File: src/rtl/comm_pkg.sv
// Shared types and constants for the analyzer command channel initiator.
package comm_pkg;

  typedef enum logic [1:0] {
    RD  = 2'b00,
    WR  = 2'b01,
    DMP = 2'b10,
    BAD = 2'b11
  } opcode_t;

  typedef enum logic [1:0] {
    IDLE,
    SEND_HI,
    SEND_LO,
    RX_WAIT
  } state_t;

  localparam logic [7:0] ACK = 8'hA5;
  localparam logic [7:0] NAK = 8'hEE;

  // Judge a single-byte response. An illegal dump or opcode 11 should draw an
  // explicit NAK byte, and any other byte is a protocol error, so both flag it.
  function automatic logic resp_is_nak(opcode_t op, logic [7:0] b);
    logic flag;
    case (op)
      RD:      flag = 1'b0;
      WR:      flag = (b != ACK);
      default: flag = 1'b1;
    endcase
    return flag;
  endfunction

endpackage

File: src/rtl/resp_tmo.sv
// Clearable response timeout counter; holds at its terminal count until cleared.
module resp_tmo #(
  parameter int TMO_CYCLES = 1000000,
  parameter int TMO_W      = 20
) (
  input  logic clk_i,
  input  logic rst_i,
  input  logic clr_i,
  input  logic en_i,
  output logic expired_o
);

  localparam logic [TMO_W-1:0] LAST = TMO_W'(TMO_CYCLES - 1);

  logic [TMO_W-1:0] cnt_q, cnt_d;

  assign expired_o = en_i && (cnt_q == LAST);

  always_comb begin
    cnt_d = cnt_q;
    if (clr_i)
      cnt_d = '0;
    else if (en_i && (cnt_q != LAST))
      cnt_d = cnt_q + 1'b1;
  end

  always_ff @(posedge clk_i) begin
    if (rst_i)
      cnt_q <= '0;
    else
      cnt_q <= cnt_d;
  end

endmodule

File: src/rtl/comm_master.sv
// Host-side command initiator: sends a 16-bit command as two UART bytes and
// collects the response, flagging completion, NAK and timeout.
module comm_master
  import comm_pkg::*;
#(
  parameter int DUMP_BYTES = 384,
  parameter int CNT_W      = 9,
  parameter int TMO_CYCLES = 1000000,
  parameter int TMO_W      = 20
) (
  input  logic             clk,
  input  logic             rst,
  input  logic [15:0]      cmd,
  input  logic             snd_cmd,
  output logic [7:0]       tx_data,
  output logic             trmt,
  input  logic             tx_done,
  input  logic [7:0]       rx_data,
  input  logic             rx_rdy,
  output logic             clr_rx_rdy,
  output logic [7:0]       resp,
  output logic             resp_vld,
  output logic [CNT_W-1:0] byte_cnt,
  output logic             busy,
  output logic             cmd_cmplt,
  output logic             nak,
  output logic             timeout
);

  localparam logic [CNT_W:0] DUMP_LEN = (CNT_W + 1)'(DUMP_BYTES);

  state_t           state_q;
  opcode_t          op_q;
  logic             dump_q;
  logic [7:0]       lo_q, tx_data_q, resp_q;
  logic             trmt_q, resp_vld_q, cmd_cmplt_q, nak_q, timeout_q;
  logic [CNT_W-1:0] byte_cnt_q, byte_cnt_d;
  logic [CNT_W:0]   cnt_inc;
  logic             cmd_is_dump, rx_take, last_byte, tmo_expired;

  assign cmd_is_dump = (cmd[15:14] == DMP) && (cmd[10:8] >= 3'd1) && (cmd[10:8] <= 3'd5);
  assign rx_take     = (state_q == RX_WAIT) && rx_rdy;
  assign cnt_inc     = {1'b0, byte_cnt_q} + 1'b1;
  assign byte_cnt_d  = (cnt_inc > DUMP_LEN) ? byte_cnt_q : cnt_inc[CNT_W-1:0];
  // Non-dump commands expect one byte and byte_cnt starts at zero, so the
  // first consumed byte is always the last.
  assign last_byte   = dump_q ? (cnt_inc == DUMP_LEN) : 1'b1;

  resp_tmo #(
    .TMO_CYCLES(TMO_CYCLES),
    .TMO_W     (TMO_W)
  ) u_tmo (
    .clk_i    (clk),
    .rst_i    (rst),
    .clr_i    ((state_q != RX_WAIT) || rx_rdy),
    .en_i     ((state_q == RX_WAIT) && !rx_rdy),
    .expired_o(tmo_expired)
  );

  always_ff @(posedge clk) begin
    if (rst) begin
      state_q     <= IDLE;
      op_q        <= RD;
      dump_q      <= 1'b0;
      lo_q        <= '0;
      tx_data_q   <= '0;
      trmt_q      <= 1'b0;
      resp_q      <= '0;
      resp_vld_q  <= 1'b0;
      byte_cnt_q  <= '0;
      cmd_cmplt_q <= 1'b0;
      nak_q       <= 1'b0;
      timeout_q   <= 1'b0;
    end else begin
      trmt_q     <= 1'b0;
      resp_vld_q <= 1'b0;
      case (state_q)
        IDLE: begin
          if (snd_cmd) begin
            op_q        <= opcode_t'(cmd[15:14]);
            dump_q      <= cmd_is_dump;
            lo_q        <= cmd[7:0];
            tx_data_q   <= cmd[15:8];
            trmt_q      <= 1'b1;
            cmd_cmplt_q <= 1'b0;
            nak_q       <= 1'b0;
            timeout_q   <= 1'b0;
            byte_cnt_q  <= '0;
            state_q     <= SEND_HI;
          end
        end
        SEND_HI: begin
          if (tx_done) begin
            tx_data_q <= lo_q;
            trmt_q    <= 1'b1;
            state_q   <= SEND_LO;
          end
        end
        SEND_LO: begin
          if (tx_done)
            state_q <= RX_WAIT;
        end
        RX_WAIT: begin
          // A byte arriving on the terminal-count cycle beats the timeout.
          if (rx_rdy) begin
            resp_q     <= rx_data;
            resp_vld_q <= 1'b1;
            byte_cnt_q <= byte_cnt_d;
            if (last_byte) begin
              cmd_cmplt_q <= 1'b1;
              nak_q       <= !dump_q && resp_is_nak(op_q, rx_data);
              state_q     <= IDLE;
            end
          end else if (tmo_expired) begin
            timeout_q   <= 1'b1;
            cmd_cmplt_q <= 1'b1;
            state_q     <= IDLE;
          end
        end
        default: state_q <= IDLE;
      endcase
    end
  end

  assign tx_data    = tx_data_q;
  assign trmt       = trmt_q;
  assign clr_rx_rdy = rx_take;
  assign resp       = resp_q;
  assign resp_vld   = resp_vld_q;
  assign byte_cnt   = byte_cnt_q;
  assign busy       = (state_q != IDLE);
  assign cmd_cmplt  = cmd_cmplt_q;
  assign nak        = nak_q;
  assign timeout    = timeout_q;

endmodule

File: config.mk
export PLATFORM = sky130hd
export DESIGN_NAME = comm_master
export DESIGN_NICKNAME = d
export VERILOG_FILES = /design/src/rtl/comm_pkg.sv /design/src/rtl/resp_tmo.sv /design/src/rtl/comm_master.sv
export SDC_FILE = /design/constraint.sdc
export NUM_CORES = 1
export LEC_CHECK = 0
export BUFFER_PORTS_ARGS = -buffer_cell sky130_fd_sc_hd__buf_2
export CAP_MARGIN = 5
export CORE_UTILIZATION = 47
export CTS_BUF_LIST = sky130_fd_sc_hd__clkbuf_8 sky130_fd_sc_hd__clkbuf_16
export CTS_CLUSTER_SIZE = 10
export DETAILED_ROUTE_END_ITERATION = 6
export GPL_TIMING_DRIVEN = 0
export HOLD_SLACK_MARGIN = 0.02
export PLACE_DENSITY = 0.69
export SKIP_LAST_GASP = 1
export SYNTH_ARGS = -nofsm -noshare
export SYNTH_HDL_FRONTEND = slang
export SYNTH_SLANG_ARGS = --single-unit
File: constraint.sdc
create_clock -name clk -period 2.92 [get_ports clk]
set_clock_uncertainty 0.15 [all_clocks]
set_input_delay 0.146 -clock clk [delete_from_list [all_inputs] [get_ports clk]]
set_output_delay 0.146 -clock clk [all_outputs]
set_load 0.02 [all_outputs]
==> results.cfg, run 1 <==
[final_layout]
syn_to_final_growth_pct = 29.1
drive_above_1_share = 0.181
nets = 505
fin_cells = 549
fillers = 524
post-route-util = 0.646
n_antenna_cell = 0

[timing]
tightest_slew_ps = 998
finalCritPeriodShare = 0.943
whs_ps = 33.2
maxSlewHeadroom = 0.330
final_max_slew_viol_count = 0
fin_crit_ps = 2750
fmax_mhz = 363
setup_tns_ps = 0
finalHoldViolCount = 0
setup_viol = 0
grt_setup_unrepaired = false

[clock_network]
cts-root-buf = clkbuf_8
cts_sinks = 63
clockBufferDepth = 2
cts_tree = built
post_cts_buffers = 0
h-tree-depth = 3
insertion_delay_ps = 340
numCtsBuffers = 9
cts.reportedPaths.clkPinSlew_ps = 70

[run_status]
status = finished clean

[flow_run]
maxCapViolCount = 0

[hold_path]
min_path_type = in2reg

[critical_path]
endpoint_kind = flop
worstPathArrival_ps = 2830
cp_max_fo = 11
setup.worst_path.class = reg2reg
start_kind = flop
required_ps = 2990

[route]
drc = 0
vias = 3021
ant_nets = 0
finalWirelength_microns = 7820
wl_per_cell_microns = 14.2
firstDrtPassIters = 4
via_per_inst = 5.50
drtIter0Drc = 195

[synth]
synth_area_leaders = dfxtp_1 41%, nand2_1 6.6%, a21oi_1 6.1%
postSynthCellCount = 372
muxShareOfSynthArea = 0.0328
ys_ff_latch = 63
synth_edf_count = 0
syn-num-nets = 408
yosys_warnings = 0
postSynth.asyncResetShare = 0
yosys.area_share.simple = 0.274
yosysTopAreaCellShare = 0.413
synth_compound_area_frac = 0.183
syn-cell-area_sq_mm = 0.00305
yosysTopAreaCell = dfxtp_1
synth_fa_ha_area_frac = 0.0287
yosys.area_share.xor_xnor = 0.0316
avgSynthCellArea_sq_um = 8.20
ys_types = 49
synth_top_family_by_area = simple AND/OR/NAND/NOR gates
ys_seq_area_frac = 0.413
synth_ff_type = dfxtp_1

[pwr]
p_per_area_mw_per_mm2 = 698
p_leak_nw = 1.47
irDropWorstVdd_v = 0.000518

[die]
core_area_sq_mm = 0.00610
start_util = 0.500
rows = 28
die_w_microns = 82.6
dieArea_sq_mm = 0.00682
die_h_microns = 82.6
num_io_pins = 61

[global_route]
antenna_found_initial = 0
grt_pass1_vias = 2808
grt_max_degree = 12
grt_pass1_wl_microns = 12700
overflow = 0
track_usage = 0.247

[placement]
portBuffers = 60
gp_congestion = 0.795
placed_cells = 507
hpwl_microns = 5270
## cell families (layout without fill, tap and decap cells)
group,count (synthesis),in the layout
simple gates,167,167
compound gates,85,85
flops,63,63
buf+inv,29,131
xor+xnor,11,11
mux,10,10
fa+ha+maj,7,7
## cell usage after synthesis, types with 3 or more instances
cell type / count
a32o_1: 3
o21ai_0: 12
xor2_1: 3
inv_1: 12
and3_1: 5
nor3_1: 11
dfxtp_1: 63
a211oi_1: 8
xnor2_1: 8
ha_1: 7
clkbuf_1: 11
nand4_1: 6
nand3_1: 7
or3_1: 10
o211ai_1: 6
a21oi_1: 37
nand4b_1: 3
nor2_1: 39
o32ai_1: 3
nor4_1: 8
mux2i_1: 10
a31oi_1: 3
buf_1: 3
nand2_1: 54
nor4bb_1: 4
a41oi_1: 3
nand2b_1: 4
## layer usage
metal  track usage  vias to the layer above  wire, microns
met2         0.412                       80           3700
met3        0.0659                       10            369
met5             0                        -              0
li1              -                     1542              -
met4        0.0948                        0             92
met1         0.303                     1389           3660
## registers in the layout (all words and copies together), names as in the netlist
signal / cells
byte_cnt: 9
cmd_cmplt: 1
dump_q: 1
lo_q: 8
nak: 1
op_q: 2
resp: 8
resp_vld: 1
state_q: 2
timeout: 1
trmt: 1
tx_data: 8
u_tmo.cnt_q: 20
## metrics by stage
stage,worst slack [ps],power [mW],area (sq um)
after detailed placement,151,1.85,3440
final,165,2.75,3940
after global routing,39.2,2.90,3940
after CTS,139,2.75,3940
after floorplan,290,1.61,3050
after global placement,199,1.83,3440
## worst max-delay path, cell delays in order (launching register included)
cell and delay, ps:
dfxtp_1 520, ha_2 330, nand3_2 140, or4_1 540, and3_4 210, o211ai_4 310
o211ai_1 140, a32o_1 310
## final cells by class
type / instances / area, sq um / share of cell area
Multi-Input combinational cell: 280 / 1680 / 0.426
Clock buffer: 11 / 151 / 0.0384
Inverter: 14 / 52.6 / 0.0133
Timing Repair Buffer: 86 / 561 / 0.142
Clock inverter: 5 / 80.1 / 0.0203
Tap cell: 75 / 93.8 / 0.0238
Buffer: 15 / 60.1 / 0.0152
Sequential cell: 63 / 1260 / 0.320
## cell usage in the layout, fill, tap and decap left out, types with 3 or more instances in the layout
| cell | synthesis | layout |
|---|---|---|
| o32ai_1 | 3 | 3 |
| xor2_1 | 3 | 3 |
| inv_1 | 12 | 12 |
| nand4b_1 | 3 | 3 |
| nand4_1 | 6 | 6 |
| clkbuf_8 | 0 | 11 |
| mux2i_1 | 10 | 10 |
| a32o_1 | 3 | 3 |
| o21ai_0 | 12 | 12 |
| a41oi_1 | 3 | 3 |
| o211ai_1 | 6 | 6 |
| nand3_1 | 7 | 7 |
| or3_1 | 10 | 10 |
| xnor2_1 | 8 | 8 |
| dfxtp_1 | 63 | 63 |
| nand2b_1 | 4 | 4 |
| a31oi_1 | 3 | 3 |
| nand2_1 | 54 | 54 |
| and3_1 | 5 | 5 |
| nor4_1 | 8 | 8 |
| clkbuf_1 | 11 | 11 |
| nor2_1 | 39 | 39 |
| ha_1 | 7 | 6 |
| dlygate4sd3_1 | 0 | 26 |
| nor4bb_1 | 4 | 4 |
| a211oi_1 | 8 | 8 |
| nor3_1 | 11 | 11 |
| buf_1 | 3 | 3 |
| a21oi_1 | 37 | 37 |
| buf_2 | 0 | 60 |
## power breakdown
group	internal [mW]	total [mW]	leakage [nW]	switching (mW)
Clock	0.526	0.884	0.112	0.358
Combinational	0.301	0.838	0.851	0.538
Sequential	0.965	1.03	0.511	0.0610
Total	1.79	2.75	1.47	0.956
## what timing repair did
item / 4_1_cts / 5_1_grt
setup endpoints to repair: 0 / 4
resized for setup: 0 / 1
hold endpoints to repair: 26 / 0
hold buffers: 26 / 0
## path summary, 6_finish.rpt
path	start	endpoint	slack, ps	cells past startpoint
setup / recovery	byte_cnt[0]	byte_cnt[3]	170	7
hold / removal	cmd[10]	dump_q	30	4
setup reg to reg	byte_cnt[0]	byte_cnt[3]	170	7
hold reg to reg	lo_q[4]	lo_q[4]	300	2
No activity file was read; power rests on OpenSTA's default activity.
==> run 2, diff against run 1 <==
--- a/config.mk
+++ b/config.mk
@@ -7,13 +7,15 @@
 export LEC_CHECK = 0
 export BUFFER_PORTS_ARGS = -buffer_cell sky130_fd_sc_hd__buf_2
 export CAP_MARGIN = 5
-export CORE_UTILIZATION = 47
+export CELL_PAD_IN_SITES_DETAIL_PLACEMENT = 0
+export CELL_PAD_IN_SITES_GLOBAL_PLACEMENT = 2
+export CORE_UTILIZATION = 32
 export CTS_BUF_LIST = sky130_fd_sc_hd__clkbuf_8 sky130_fd_sc_hd__clkbuf_16
 export CTS_CLUSTER_SIZE = 10
 export DETAILED_ROUTE_END_ITERATION = 6
 export GPL_TIMING_DRIVEN = 0
 export HOLD_SLACK_MARGIN = 0.02
-export PLACE_DENSITY = 0.69
+export PLACE_DENSITY = 0.78
 export SKIP_LAST_GASP = 1
 export SYNTH_ARGS = -nofsm -noshare
 export SYNTH_HDL_FRONTEND = slang
==> results.cfg, run 2 (synthesis gave the netlist of run 1 again) <==
[critical_path]
start_kind = flop
cp_max_fo = 11
required_ps = 3000
endpoint_kind = flop
worstPathArrival_ps = 2780
setup.worst_path.class = reg2reg

[final_layout]
top_register = u_tmo.cnt_q
n_antenna_cell = 0
nets = 504
fillers = 974
syn_to_final_growth_pct = 29.7
drive_above_1_share = 0.182
layout_common_cells = 61 x dfxtp_1, 60 x buf_2, 54 x nand2_1, 39 x nor2_1, 37 x a21oi_1
final_common_cell = dfxtp_1
largest_reg_flops = 20

[die]
num_io_pins = 61
core_area_sq_mm = 0.00924
rows = 35
dieArea_sq_mm = 0.00993
die_h_microns = 99.6
start_util = 0.330
die_w_microns = 99.6

[timing]
finalCritPeriodShare = 0.925
fmax_mhz = 370
grt_setup_unrepaired = false
setup_tns_ps = 0
final_max_slew_viol_count = 0
finalHoldViolCount = 0
maxSlewHeadroom = 0.324
fin_crit_ps = 2700
setup_viol = 0
tightest_slew_ps = 1010

[global_route]
grt_busiest_layer = met2
grt_use_met2 = 0.290
met3_usage = 0.0541
grt_max_degree = 12
grt_pass1_vias = 2787
met1_usage = 0.224
track_usage = 0.178
overflow = 0
grt_pass1_wl_microns = 13800
antenna_found_initial = 0

[clock_network]
h-tree-depth = 3
cts-root-buf = clkbuf_8
numCtsBuffers = 9
insertion_delay_ps = 340
cts_sinks = 63
cts.reportedPaths.clkPinSlew_ps = 80
cts_tree = built
post_cts_buffers = 0
clockBufferDepth = 2

[placement]
gp_congestion = 0.751
portBuffers = 60
hpwl_microns = 5650

[pwr]
p_leak_nw = 1.47
irDropWorstVdd_v = 0.000352
power_mw = 2.62
p_per_area_mw_per_mm2 = 661

[route]
firstDrtPassIters = 4
finalWirelength_microns = 8290
drtIter0Drc = 115
wl_per_cell_microns = 13.8
drc = 0
ant_nets = 0
vias = 2986
via_per_inst = 4.96

[run_status]
status = finished clean

[flow_run]
maxCapViolCount = 0

[hold_path]
min_path_type = in2reg
## run 2: changes by cell type in the layout (fill, tap and decap cells not counted), sizes merged
cell,change
bufinv,-1
clkbuf,-1
clkinv,+2
clkinvlp,-2
dlygate4sd3,-1
inv,+2
## run 2: layout make-up
| class | instances | area (sq um) | area share |
|---|---|---|---|
| plain buffers | 15 | 60.1 | 0.0152 |
| clock buffers | 10 | 138 | 0.0348 |
| clock inverters | 6 | 52.6 | 0.0133 |
| inverters | 14 | 52.6 | 0.0133 |
| multi-input cells | 280 | 1680 | 0.424 |
| flip-flops and latches | 63 | 1260 | 0.319 |
| well taps | 129 | 161 | 0.0408 |
| repair buffers | 85 | 551 | 0.139 |
## run 2: through the flow
| stage | setup WS, ps | instance area, sq um | hold WS [ps] | utilization | instances |
|---|---|---|---|---|---|
| floorplan | 290 | 3050 | 132 | - | 372 |
| CTS | 46.4 | 3950 | 23.9 | 0.428 | 602 |
| finish | 220 | 3960 | 38.7 | 0.428 | 602 |
| detailed placement | 66.1 | 3510 | 243 | 0.380 | 561 |
| global placement | 101 | 3510 | 238 | 0.380 | 561 |
| global route | 74.8 | 3960 | 36.1 | 0.428 | 602 |
## run 2: repair_timing
action,in CTS,in global routing
setup endpoints to repair,0,6
hold endpoints to repair,26,0
hold buffers,25,0
gates resized for setup,0,3
## run 2: final timing paths
kind | from | endpoint | slack [ps] | depth (start not counted)
worst min register to register | resp[5] | resp[5] | 310 | 2
worst max-delay path | byte_cnt[0] | byte_cnt[3] | 220 | 7
worst max register to register | byte_cnt[0] | byte_cnt[3] | 220 | 7
worst min-delay path | cmd[9] | tx_data[1] | 40 | 3
## run 2: per-layer routing
layer / share of wire / routed length (microns)
met3: 0.048 / 400
met1: 0.48 / 3940
met4: 0.014 / 116
met2: 0.46 / 3830
met5: 0 / 0
## run 2: report_power, final
part	switching (mW)	total, mW	internal [mW]
combinational	0.534	0.833	0.299
clock	0.352	0.759	0.407
sequential	0.0592	1.02	0.965
total	0.945	2.62	1.67
## run 2: critical path, cell delays in order, from the launching register on
cell and delay, ps:
dfxtp_2 440, ha_2 300, nand3_2 140, or4_1 540, and3_4 210, o211ai_4 310, o211ai_1 160, a32o_1 320
==> run 3, diff against run 2 <==
--- a/config.mk
+++ b/config.mk
@@ -5,17 +5,17 @@
 export SDC_FILE = /design/constraint.sdc
 export NUM_CORES = 1
 export LEC_CHECK = 0
-export BUFFER_PORTS_ARGS = -buffer_cell sky130_fd_sc_hd__buf_2
 export CAP_MARGIN = 5
 export CELL_PAD_IN_SITES_DETAIL_PLACEMENT = 0
 export CELL_PAD_IN_SITES_GLOBAL_PLACEMENT = 2
-export CORE_UTILIZATION = 32
+export CORE_UTILIZATION = 36
 export CTS_BUF_LIST = sky130_fd_sc_hd__clkbuf_8 sky130_fd_sc_hd__clkbuf_16
 export CTS_CLUSTER_SIZE = 10
 export DETAILED_ROUTE_END_ITERATION = 6
+export DONT_BUFFER_PORTS = 1
 export GPL_TIMING_DRIVEN = 0
 export HOLD_SLACK_MARGIN = 0.02
-export PLACE_DENSITY = 0.78
+export PLACE_DENSITY = 0.76
 export SKIP_LAST_GASP = 1
 export SYNTH_ARGS = -nofsm -noshare
 export SYNTH_HDL_FRONTEND = slang
==> results.cfg, run 3 (synthesis gave the netlist of run 1 again) <==
[clock_network]
cts_sinks = 63
cts-root-buf = clkbuf_8
clockBufferDepth = 2
cts_tree = built
h-tree-depth = 3
post_cts_buffers = 0
insertion_delay_ps = 340
cts.reportedPaths.clkPinSlew_ps = 80
numCtsBuffers = 9

[critical_path]
worstPathArrival_ps = 2840
start_kind = flop
crit_path_cell_trace = ha_2 -> nand3_2 -> or4_1 -> and3_4 -> o211ai_4 -> o211ai_1 -> a32o_1
path_delay_family = simple AND/OR/NAND/NOR gates
crit_buf_inv = 0
r2r_slack_ps = 160
cp_max_fo = 11
r2r_start = byte_cnt[0]
required_ps = 3000
crit_slowest_cell = or4_1
endpoint_kind = flop
setup.worst_path.class = reg2reg
rr_worst_depth = 7
cp_slowest_stage_delay_ps = 550
timing.rr.end = byte_cnt[3]

[route]
drtIter0Drc = 91
wl_per_cell_microns = 15.0
finalWirelength_microns = 7860
firstDrtPassIters = 4
via_per_inst = 5.34
vias = 2806
drc = 0
ant_nets = 0

[final_layout]
n_antenna_cell = 0
top_register = u_tmo.cnt_q
syn_to_final_growth_pct = 22.2
final_common_cell = dfxtp_1
drive_above_1_share = 0.0667
layout_common_cells = 61 x dfxtp_1, 54 x nand2_1, 39 x nor2_1, 37 x a21oi_1, 32 x dlygate4sd3_1
post-route-cell-area_sq_mm = 0.00373
largest_reg_flops = 20
fin_cells = 525
nets = 451

[pwr]
power_mw = 2.64
irDropWorstVdd_v = 0.000467
p_leak_nw = 1.22
p_per_area_mw_per_mm2 = 709

[die]
dieArea_sq_mm = 0.00885
die_h_microns = 94.1
start_util = 0.371
num_io_pins = 61
rows = 33
die_w_microns = 94.1
core_area_sq_mm = 0.00822

[timing]
finalHoldViolCount = 0
finalCritPeriodShare = 0.945
fin_crit_ps = 2760
final_max_slew_viol_count = 0
fmax_mhz = 362
tightest_slew_ps = 990
maxSlewHeadroom = 0.335
setup_viol = 0
grt_setup_unrepaired = false
setup_tns_ps = 0
setup_slack_ps = 161

[flow_run]
maxCapViolCount = 0

[placement]
pre_cts_ws_ps = -48.3
portBuffers = 0
placed_cells = 477
dpl-instance-area_sq_mm = 0.00318
hpwl_microns = 5500
gp_congestion = 0.804

[global_route]
track_usage = 0.186
grt_pass1_vias = 2537
antenna_found_initial = 0
grt_pass1_wl_microns = 12700
grt_max_degree = 13
overflow = 0

[hold_path]
min_path_type = in2reg
hp-start = snd_cmd
worstHoldPathCells = 3
hold_end = cmd_cmplt

[run_status]
status = finished clean
[run 3: cell count changes in the layout (fill, tap and decap cells not counted)]
| cell | before | now |
|---|---|---|
| buf_2 | 60 | 0 |
| bufinv_16 | 1 | 2 |
| clkbuf_8 | 10 | 9 |
| clkinv_2 | 3 | 2 |
| clkinv_4 | 0 | 2 |
| dlygate4sd3_1 | 25 | 32 |
| inv_1 | 14 | 12 |
| inv_6 | 0 | 1 |
[run 3: worst min-delay path: stages]
cell and delay (ps):
nand2b_1 150, a31oi_1 140, nor3_1 60
[run 3: report_power, final]
| part | switching (mW) | internal, mW | leakage [nW] |
|---|---|---|---|
| combinational | 0.425 | 0.248 | 0.597 |
| clock | 0.370 | 0.484 | 0.114 |
| sequential | 0.151 | 0.965 | 0.512 |
[run 3: through the flow]
stage | hold slack [ps] | utilization
final | 54.7 | 0.454
after global routing | 48.9 | 0.454
after CTS | 25.8 | 0.453
after detailed placement | 139 | 0.387
after global placement | 135 | 0.387
after floorplan | 132 | -
[run 3: how the worst max path moves through the flow]
stage,start,cells after the start,to,slack (ps)
finish,byte_cnt[0],7,byte_cnt[3],160
global route,state_q[0],7,byte_cnt[5],40
CTS,byte_cnt[0],7,byte_cnt[5],110
detailed placement,byte_cnt[0],7,byte_cnt[5],-50
global placement,byte_cnt[0],7,byte_cnt[3],-20
floorplan,byte_cnt[0],7,byte_cnt[3],290
[run 3: routing by layer]
metal  GRT usage  routed length, microns  vias to the layer above
met4      0.0654                     102                        0
met1       0.245                    3780                     1311
met5           0                       0                        -
met3      0.0445                     361                        7
met2       0.294                    3610                       51
li1            -                       -                     1437
[run 3: what timing repair did]
item,CTS,global route
resized for setup,2,1
pin swaps,0,0
endpoints found under the hold margin,34,0
hold buffers,32,0
setup endpoints to repair,4,3
[run 3: area by class of cell]
type | count | area [sq um]
Clock inverter | 7 | 96.3
Inverter | 14 | 52.6
Buffer | 15 | 60.1
Tap cell | 105 | 131
Multi-Input combinational cell | 280 | 1680
Clock buffer | 9 | 124
Timing Repair Buffer | 32 | 320
Sequential cell | 63 | 1260
Fill cell | 868 | 4490
